===== src/rtl/video_timing_if.sv =====
// Raster timing output bundle plus the pixel-advance enable.
// The master is the timing generator; the slave is the pixel/pattern consumer.
interface video_timing_if #(
  parameter int CW = 10,
  parameter int FW = 8
);
  logic          i_en;
  logic          o_hsync;
  logic          o_vsync;
  logic          o_de;
  logic [CW-1:0] o_x;
  logic [CW-1:0] o_y;
  logic          o_sof;
  logic          o_eol;
  logic [FW-1:0] o_frame;

  modport master (
    input  i_en,
    output o_hsync, o_vsync, o_de, o_x, o_y, o_sof, o_eol, o_frame
  );
  modport slave (
    output i_en,
    input  o_hsync, o_vsync, o_de, o_x, o_y, o_sof, o_eol, o_frame
  );
endinterface


===== src/rtl/video_timing.sv =====
// Single-domain raster timing generator: one h/v position counter with all
// outputs registered from the next position, so sync, DE and coordinates never skew.
module video_timing #(
  parameter int H_ACTIVE = 480,
  parameter int H_FP     = 8,
  parameter int H_SYNC   = 4,
  parameter int H_BP     = 43,
  parameter int V_ACTIVE = 272,
  parameter int V_FP     = 8,
  parameter int V_SYNC   = 4,
  parameter int V_BP     = 12,
  parameter int HS_POL   = 0,
  parameter int VS_POL   = 0,
  parameter int CW       = 10,
  parameter int FW       = 8
) (
  input  logic          i_clk,
  input  logic          i_rst,
  video_timing_if.master vt
);
  localparam int   H_TOTAL = H_ACTIVE + H_FP + H_SYNC + H_BP;
  localparam int   V_TOTAL = V_ACTIVE + V_FP + V_SYNC + V_BP;
  localparam logic HS_ON   = 1'(HS_POL);
  localparam logic VS_ON   = 1'(VS_POL);

  if (H_TOTAL > (1 << CW)) begin : g_h_err
    $error("video_timing: H_TOTAL exceeds 2^CW");
  end
  if (V_TOTAL > (1 << CW)) begin : g_v_err
    $error("video_timing: V_TOTAL exceeds 2^CW");
  end

  logic [CW-1:0] h, v, h_nx, v_nx;
  logic          started;
  logic          de_nx, hs_nx, vs_nx, sof_nx, eol_nx;

  logic          hsync_q, vsync_q, de_q, sof_q, eol_q;
  logic [CW-1:0] x_q, y_q;
  logic [FW-1:0] frame_q;

  // Until the first enabled edge after reset, the next position is (0,0)
  // rather than an advance, so that edge presents the origin and counts a frame.
  always_comb begin
    h_nx = '0;
    v_nx = '0;
    if (started) begin
      if (int'(h) == H_TOTAL - 1) begin
        h_nx = '0;
        v_nx = (int'(v) == V_TOTAL - 1) ? '0 : v + 1'b1;
      end else begin
        h_nx = h + 1'b1;
        v_nx = v;
      end
    end
  end

  always_comb begin
    de_nx  = (int'(h_nx) < H_ACTIVE) && (int'(v_nx) < V_ACTIVE);
    hs_nx  = (int'(h_nx) >= H_ACTIVE + H_FP) && (int'(h_nx) < H_ACTIVE + H_FP + H_SYNC);
    vs_nx  = (int'(v_nx) >= V_ACTIVE + V_FP) && (int'(v_nx) < V_ACTIVE + V_FP + V_SYNC);
    sof_nx = (h_nx == '0) && (v_nx == '0);
    eol_nx = (int'(h_nx) == H_ACTIVE - 1) && (int'(v_nx) < V_ACTIVE);
  end

  always_ff @(posedge i_clk) begin
    if (i_rst) begin
      started <= 1'b0;
      h       <= '0;
      v       <= '0;
      hsync_q <= ~HS_ON;
      vsync_q <= ~VS_ON;
      de_q    <= 1'b0;
      x_q     <= '0;
      y_q     <= '0;
      sof_q   <= 1'b0;
      eol_q   <= 1'b0;
      frame_q <= '0;
    end else if (vt.i_en) begin
      started <= 1'b1;
      h       <= h_nx;
      v       <= v_nx;
      hsync_q <= hs_nx ? HS_ON : ~HS_ON;
      vsync_q <= vs_nx ? VS_ON : ~VS_ON;
      de_q    <= de_nx;
      x_q     <= de_nx ? h_nx : '0;
      y_q     <= de_nx ? v_nx : '0;
      sof_q   <= sof_nx;
      eol_q   <= eol_nx;
      if (sof_nx) frame_q <= frame_q + 1'b1;
    end else begin
      // Strobes mark entry only; a held cycle is not a new entry.
      sof_q <= 1'b0;
      eol_q <= 1'b0;
    end
  end

  assign vt.o_hsync = hsync_q;
  assign vt.o_vsync = vsync_q;
  assign vt.o_de    = de_q;
  assign vt.o_x     = x_q;
  assign vt.o_y     = y_q;
  assign vt.o_sof   = sof_q;
  assign vt.o_eol   = eol_q;
  assign vt.o_frame = frame_q;
endmodule


===== src/flat_wrapper.sv =====
// flat-port wrapper written by rule: the top's interface ports become plain ports
module video_timing_flat 
#(
  parameter int H_ACTIVE = 480,
  parameter int H_FP     = 8,
  parameter int H_SYNC   = 4,
  parameter int H_BP     = 43,
  parameter int V_ACTIVE = 272,
  parameter int V_FP     = 8,
  parameter int V_SYNC   = 4,
  parameter int V_BP     = 12,
  parameter int HS_POL   = 0,
  parameter int VS_POL   = 0,
  parameter int CW       = 10,
  parameter int FW       = 8
)
  (i_clk, i_rst, vt_i_en, vt_o_hsync, vt_o_vsync, vt_o_de, vt_o_x, vt_o_y, vt_o_sof, vt_o_eol, vt_o_frame);
  video_timing_if #(.CW(CW), .FW(FW)) vt_i ();
  input  logic i_clk;
  input  logic i_rst;
  input wire logic [$bits(vt_i.i_en)-1:0] vt_i_en;
  output wire logic [$bits(vt_i.o_hsync)-1:0] vt_o_hsync;
  output wire logic [$bits(vt_i.o_vsync)-1:0] vt_o_vsync;
  output wire logic [$bits(vt_i.o_de)-1:0] vt_o_de;
  output wire logic [$bits(vt_i.o_x)-1:0] vt_o_x;
  output wire logic [$bits(vt_i.o_y)-1:0] vt_o_y;
  output wire logic [$bits(vt_i.o_sof)-1:0] vt_o_sof;
  output wire logic [$bits(vt_i.o_eol)-1:0] vt_o_eol;
  output wire logic [$bits(vt_i.o_frame)-1:0] vt_o_frame;
  assign vt_i.i_en = vt_i_en;
  assign vt_o_hsync = vt_i.o_hsync;
  assign vt_o_vsync = vt_i.o_vsync;
  assign vt_o_de = vt_i.o_de;
  assign vt_o_x = vt_i.o_x;
  assign vt_o_y = vt_i.o_y;
  assign vt_o_sof = vt_i.o_sof;
  assign vt_o_eol = vt_i.o_eol;
  assign vt_o_frame = vt_i.o_frame;
  video_timing #(.H_ACTIVE(H_ACTIVE), .H_FP(H_FP), .H_SYNC(H_SYNC), .H_BP(H_BP), .V_ACTIVE(V_ACTIVE), .V_FP(V_FP), .V_SYNC(V_SYNC), .V_BP(V_BP), .HS_POL(HS_POL), .VS_POL(VS_POL), .CW(CW), .FW(FW)) u_core (.i_clk(i_clk), .i_rst(i_rst), .vt(vt_i));
endmodule

===== config.mk =====
export PLATFORM = sky130hd
export DESIGN_NAME = video_timing_flat
export DESIGN_NICKNAME = d
export VERILOG_FILES = /design/src/rtl/video_timing_if.sv /design/src/rtl/video_timing.sv /design/src/flat_wrapper.sv
export SDC_FILE = /design/constraint.sdc
export NUM_CORES = 1
export LEC_CHECK = 0
export BUFFER_PORTS_ARGS = -buffer_cell sky130_fd_sc_hd__buf_2
export CAP_MARGIN = 20
export CORE_ASPECT_RATIO = 0.9
export CORE_MARGIN = 5
export CORE_UTILIZATION = 50
export CTS_BUF_LIST = sky130_fd_sc_hd__clkbuf_8
export CTS_CLUSTER_DIAMETER = 30
export DETAILED_ROUTE_END_ITERATION = 7
export PLACE_DENSITY = 0.82
export SYNTH_ARGS = -nofsm -noshare
export SYNTH_HDL_FRONTEND = slang
export SYNTH_SLANG_ARGS = --single-unit

===== constraint.sdc =====
create_clock -name i_clk -period 8.42 [get_ports i_clk]
set_clock_uncertainty 0.05 [all_clocks]
set_input_delay 0.421 -clock i_clk [delete_from_list [all_inputs] [get_ports i_clk]]
set_output_delay 0.421 -clock i_clk [all_outputs]
set_load 0.03 [all_outputs]

**After elaboration in Yosys (flattened, before gate mapping)**

Cells that the tools add are included.

- Bits in registers: 54
- Input bits: 3
- Output and inout port bits: 33
- Logic and storage cells: 42

- Add/sub/neg operators: 3
- Magnitude comparators: 6
- Eq/ne operators: 3
- Muxes and demuxes: 9
- Bitwise logic cells: 1
- Reductions and logical operators: 9

Operators by type and width:

| operator | count |
|---|---|
| 10-bit 2-to-1 mux | 7 |
| 10-bit by 9-bit less-than comparator with 1-bit output (second input constant) | 4 |
| 10-bit equality test (second input constant) | 3 |
| 10-bit by 1-bit adder with 10-bit output (second input constant) | 2 |
| 10-bit by 9-bit >= comparator with 1-bit output (second input constant) | 2 |
| 10-bit logical NOT | 2 |
| 8-bit by 1-bit adder with 8-bit output (second input constant) | 1 |
| 1-bit logical AND | 5 |
| 1-bit 2-to-1 mux | 2 |
| 2-bit AND reduction | 1 |
| 2-bit OR reduction | 1 |
| 1-bit NOT | 1 |

**Logic depth before layout (Yosys ltp)**

- Depth after elaboration: 7
- Mapped depth: 14
- Mapped depth without buffers: 9

**Worst setup path after synthesis**

No wires, ideal clock.

- Path kind: flip-flop to flip-flop
- Start: reg u_core.h[0]
- End: reg u_core.frame_q[5] (netlist: u_core.vt.o_frame[5])
- Setup time: 0.121 ns
- Arrival: 2.942 ns
- Required time: 8.249 ns
- Path slack: 5.307 ns
- Stages on the path, launching flop included: 13
- Buffers on the path: 3
- Period minus slack after synthesis: 3.113 ns
- Path through: dfxtp_1 -> clkbuf_1 -> inv_1 -> ha_1 -> nand4bb_4 -> buf_6 -> or4_1 -> xor2_1 -> nor2_1 -> or4_1 -> clkbuf_2 -> nor4_1 -> mux2_2

- Cells in the longest elaborated chain, start to end: 6
- Elaborated cells on any way between the ends: 10
- Classes of those cells: add/sub (1); eq/ne (1); mux (4); reduce/logical (4)

RTL lines:

| what | RTL line | source |
|---|---|---|
| from (decl) | video_timing.sv:33 | `logic [CW-1:0] h, v, h_nx, v_nx;` |
| from (signal assigned) | video_timing.sv:80 | `h <= h_nx;` |
| 10-bit by 1-bit adder with 10-bit output or 10-bit equality test (tied branches) | video_timing.sv:51, video_timing.sv:47 |  |
| 10-bit 2-to-1 mux | video_timing.sv:47 | `if (int'(h) == H_TOTAL - 1) begin` |
| 10-bit 2-to-1 mux | video_timing.sv:46 | `if (started) begin` |
| 10-bit logical NOT | video_timing.sv:61 | `sof_nx = (h_nx == '0) && (v_nx == '0);` |
| 1-bit logical AND (*) | video_timing.sv:61 |  |
| 2-bit AND reduction (no line) (*) | -- |  |
| to (signal assigned) | video_timing.sv:89 | `if (sof_nx) frame_q <= frame_q + 1'b1;` |
| to (decl) | video_timing.sv:39 | `logic [FW-1:0] frame_q;` |

Every way passes the cells marked *; elsewhere a longest branch is shown, timed or not.
A chain may end at the register's enable or synchronous reset.

**Final worst setup path**

- Start: reg u_core.h[2]
- End: reg u_core.frame_q[5] (netlist: u_core.vt.o_frame[5])

Same word-level chain as after synthesis.

==> run metrics <==
std cell rows 26; number of antenna violations at the first check in global routing 0; dpl hpwl 5300 um; max frequency 286 MHz; Starting Density 0.519; number of nets with antenna violations after routing 0; post-route clock period utilization 0.415; MaxCap Viol Count 0; worst skew pair latency 320 ps; setup TNS 0 ps; commonest cells in the synthesized netlist dfxtp_1 (54), nor2_1 (42), nand2_1 (20); part of the power in registers 0.554; pin count of the biggest net entering global routing 33; CTS Buf Count 5; depth of the CTS H-tree 2; Final min period 3490 ps; PostCTS Resize Cnt 0; Vias/cell 6.25; Syn Std Cell Area 0.00299 mm2; HP Class flip-flop to flip-flop; Setup Crit Path Kind flip-flop to flip-flop; DRT Pass-1 Iters 5; status finished clean; core area 0.00576 mm2; critical path arrival 3660 ps; Synth cell types 58; slowest CP cell or4_1; Vias 2732; GPL Wtd Cong 0.948; Worst Path Max Fanout 16; vias in the first global route 2472; register area share after synthesis 0.362; layout cell share with drive strength beyond 1 0.147; DR iter-0 viols 216; Clock Root Buffer clkbuf_8; fillers 528; Tot GR Track Use 0.190; async set-reset flop share out of synthesis 0; Die ar. 0.00763 mm2; CP startpoint kind flip-flop; leakage 1.25 nW; synth-to-layout area growth 7.87%; Critical Path RT 8590 ps; final hold viol count 0; ANT cells 0; CTS tree built; clk sinks 54; Worst IR Drop VDD 0.0000829 V; top cell type by total area after synthesis dfxtp_1; Slew HR 0.352; Mapped Cells 355; register area 0.00108 mm2; grt total ovfl 0; combinational share of power 0.055; Hold-fix buffers, CTS 0; count leader, synth dfxtp_1; port buffer count 35; total routed wirelength 7300 um; DR DRC count 0; Worst Path Buf+Inv 0; Net Sw Frac 0.246; Clock Power Share 0.391; Pins Over Slew Limit 0; Post-CTS Setup Inserts 0; simple-gate share of the synthesized area 0.276; Ys Warns 0; Cell Pwr Density 146 mW/mm2; internal power 0.355 mW; die width 91.5 um; Worst-Margin Slew 972 ps; Mapped Nets 362; Yosys top cell area share 0.362; Synth Area in Compound Gates 0.206; largest family of logic cells by synthesized area simple AND/OR/NAND/NOR gates; Sw Pwr 0.116 mW; Synth Area in XOR/XNOR 0.0527; final net count 373; final setup fails 0; EDFF count, synth 0; Post-synth top flop dfxtp_1; post-synthesis mux area share 0.0238; Worst path max stage delay 790 ps; Reg clk slew, reported paths 100 ps; cell family with most CP delay simple AND/OR/NAND/NOR gates; DR WL/cell 16.7 um; Post-Synth Adder-Cell Area 0.0167; total power 0.471 mW; Syn Area/Cell 8.42 um2; area of the multi-input gates 0.00172 mm2; crit end category flip-flop; RSZ-0062 raised after global routing false; top area cells in the synthesized netlist dfxtp_1 (36%), nor2_1 (5.3%), a22o_1 (2.9%); first-pass GRT wire length 12100 um; io pins 36; cells along the critical path nand3b_4, o31ai_4, a21oi_1, nand3b_1, or4_1, nor4_1, mux2_2; Synth Register Bits 54; Max Root-Sink Buffers 2; DIE HEIGHT 83.4 um
-- per-stage QoR --
stage | cell area (um2) | hold WS, ps | utilization | worst slack [ps] | std cells
floorplan | 2990 | 482 | - | 5310 | 355
global placement | 3110 | 387 | 0.540 | 5070 | 429
detailed placement | 3110 | 391 | 0.540 | 4990 | 429
CTS | 3230 | 407 | 0.560 | 4970 | 437
global route | 3230 | 429 | 0.560 | 4720 | 437
finish | 3230 | 409 | 0.560 | 4930 | 437
-- per-layer routing --
layer	vias to the layer above	global-route usage	wire length, um
li1	1325	-	-
met1	1267	0.269	3440
met2	126	0.295	3180
met3	14	0.0479	591
met4	0	0.0260	85
met5	-	0	0
-- sequential cells by signal (all words and copies together), names as in the netlist --
register / cells
u_core.vt.o_frame: 8
u_core.vt.o_de: 1
u_core.vt.o_y: 10
u_core.vt.o_x: 10
u_core.vt.o_vsync: 1
u_core.vt.o_sof: 1
u_core.vt.o_hsync: 1
u_core.started: 1
u_core.v: 10
u_core.h: 10
u_core.vt.o_eol: 1
-- power groups by stage --
stage | Combinational [mW] | Sequential, mW | Clock [mW]
2_1_floorplan | 0.0173 | 0.269 | 0
3_3_place_gp | 0.0253 | 0.267 | 0
3_5_place_dp | 0.0259 | 0.267 | 0
4_1_cts | 0.0259 | 0.261 | 0.186
5_1_grt | 0.0287 | 0.261 | 0.198
6_report | 0.0260 | 0.261 | 0.184
-- worst reg2reg max path, delay by kind of cell, from the launching register on --
family	cells	cell delay [ps]
and+or+nand+nor	4	1610
DFF	1	670
muxes	1	360
AOI/OAI and AO/OA	2	690
-- worst paths after layout --
kind,from,endpoint,slack [ps],depth (start not counted)
worst max-delay path,u_core.h[2],u_core.vt.o_frame[5],4930,7
worst max register to register,u_core.h[2],u_core.vt.o_frame[5],4930,7
worst min-delay path,u_core.vt.o_y[6],u_core.vt.o_y[6],410,2
worst min register to register,u_core.vt.o_y[6],u_core.vt.o_y[6],410,2
-- kinds of logic after synthesis --
group           Yosys count
simple gates            147
compound gates           84
flops                    54
buf+inv                  41
xor+xnor                 18
mux                       7
fa+ha+maj                 4
-- layout make-up --
| class | instances | area share |
|---|---|---|
| Multi-Input combinational cell | 260 | 0.534 |
| Timing Repair Buffer | 36 | 0.0566 |
| Sequential cell | 54 | 0.335 |
| Tap cell | 70 | 0.0272 |
| Inverter | 9 | 0.0105 |
| Clock buffer | 5 | 0.0213 |
| Clock inverter | 3 | 0.0151 |
-- placed cells by master, fill, tap and decap left out, types with 3 or more instances in the layout --
master,count
a32o_1,7
buf_2,35
inv_1,9
a21oi_1,13
nand3_1,17
clkbuf_8,5
and2_1,3
and3_1,3
nor4_1,6
nor4b_1,3
xor2_1,8
nand4_1,13
nor3_1,7
a22o_1,10
mux2i_1,6
nor3b_1,3
or4_1,10
o31ai_1,8
or3_1,5
xnor2_1,10
nor2_1,41
o21ai_1,3
dfxtp_1,54
a31oi_1,3
ha_1,4
o21ai_0,13
a21o_1,7
nand2_1,20
Power figures use the tool's default switching activity.
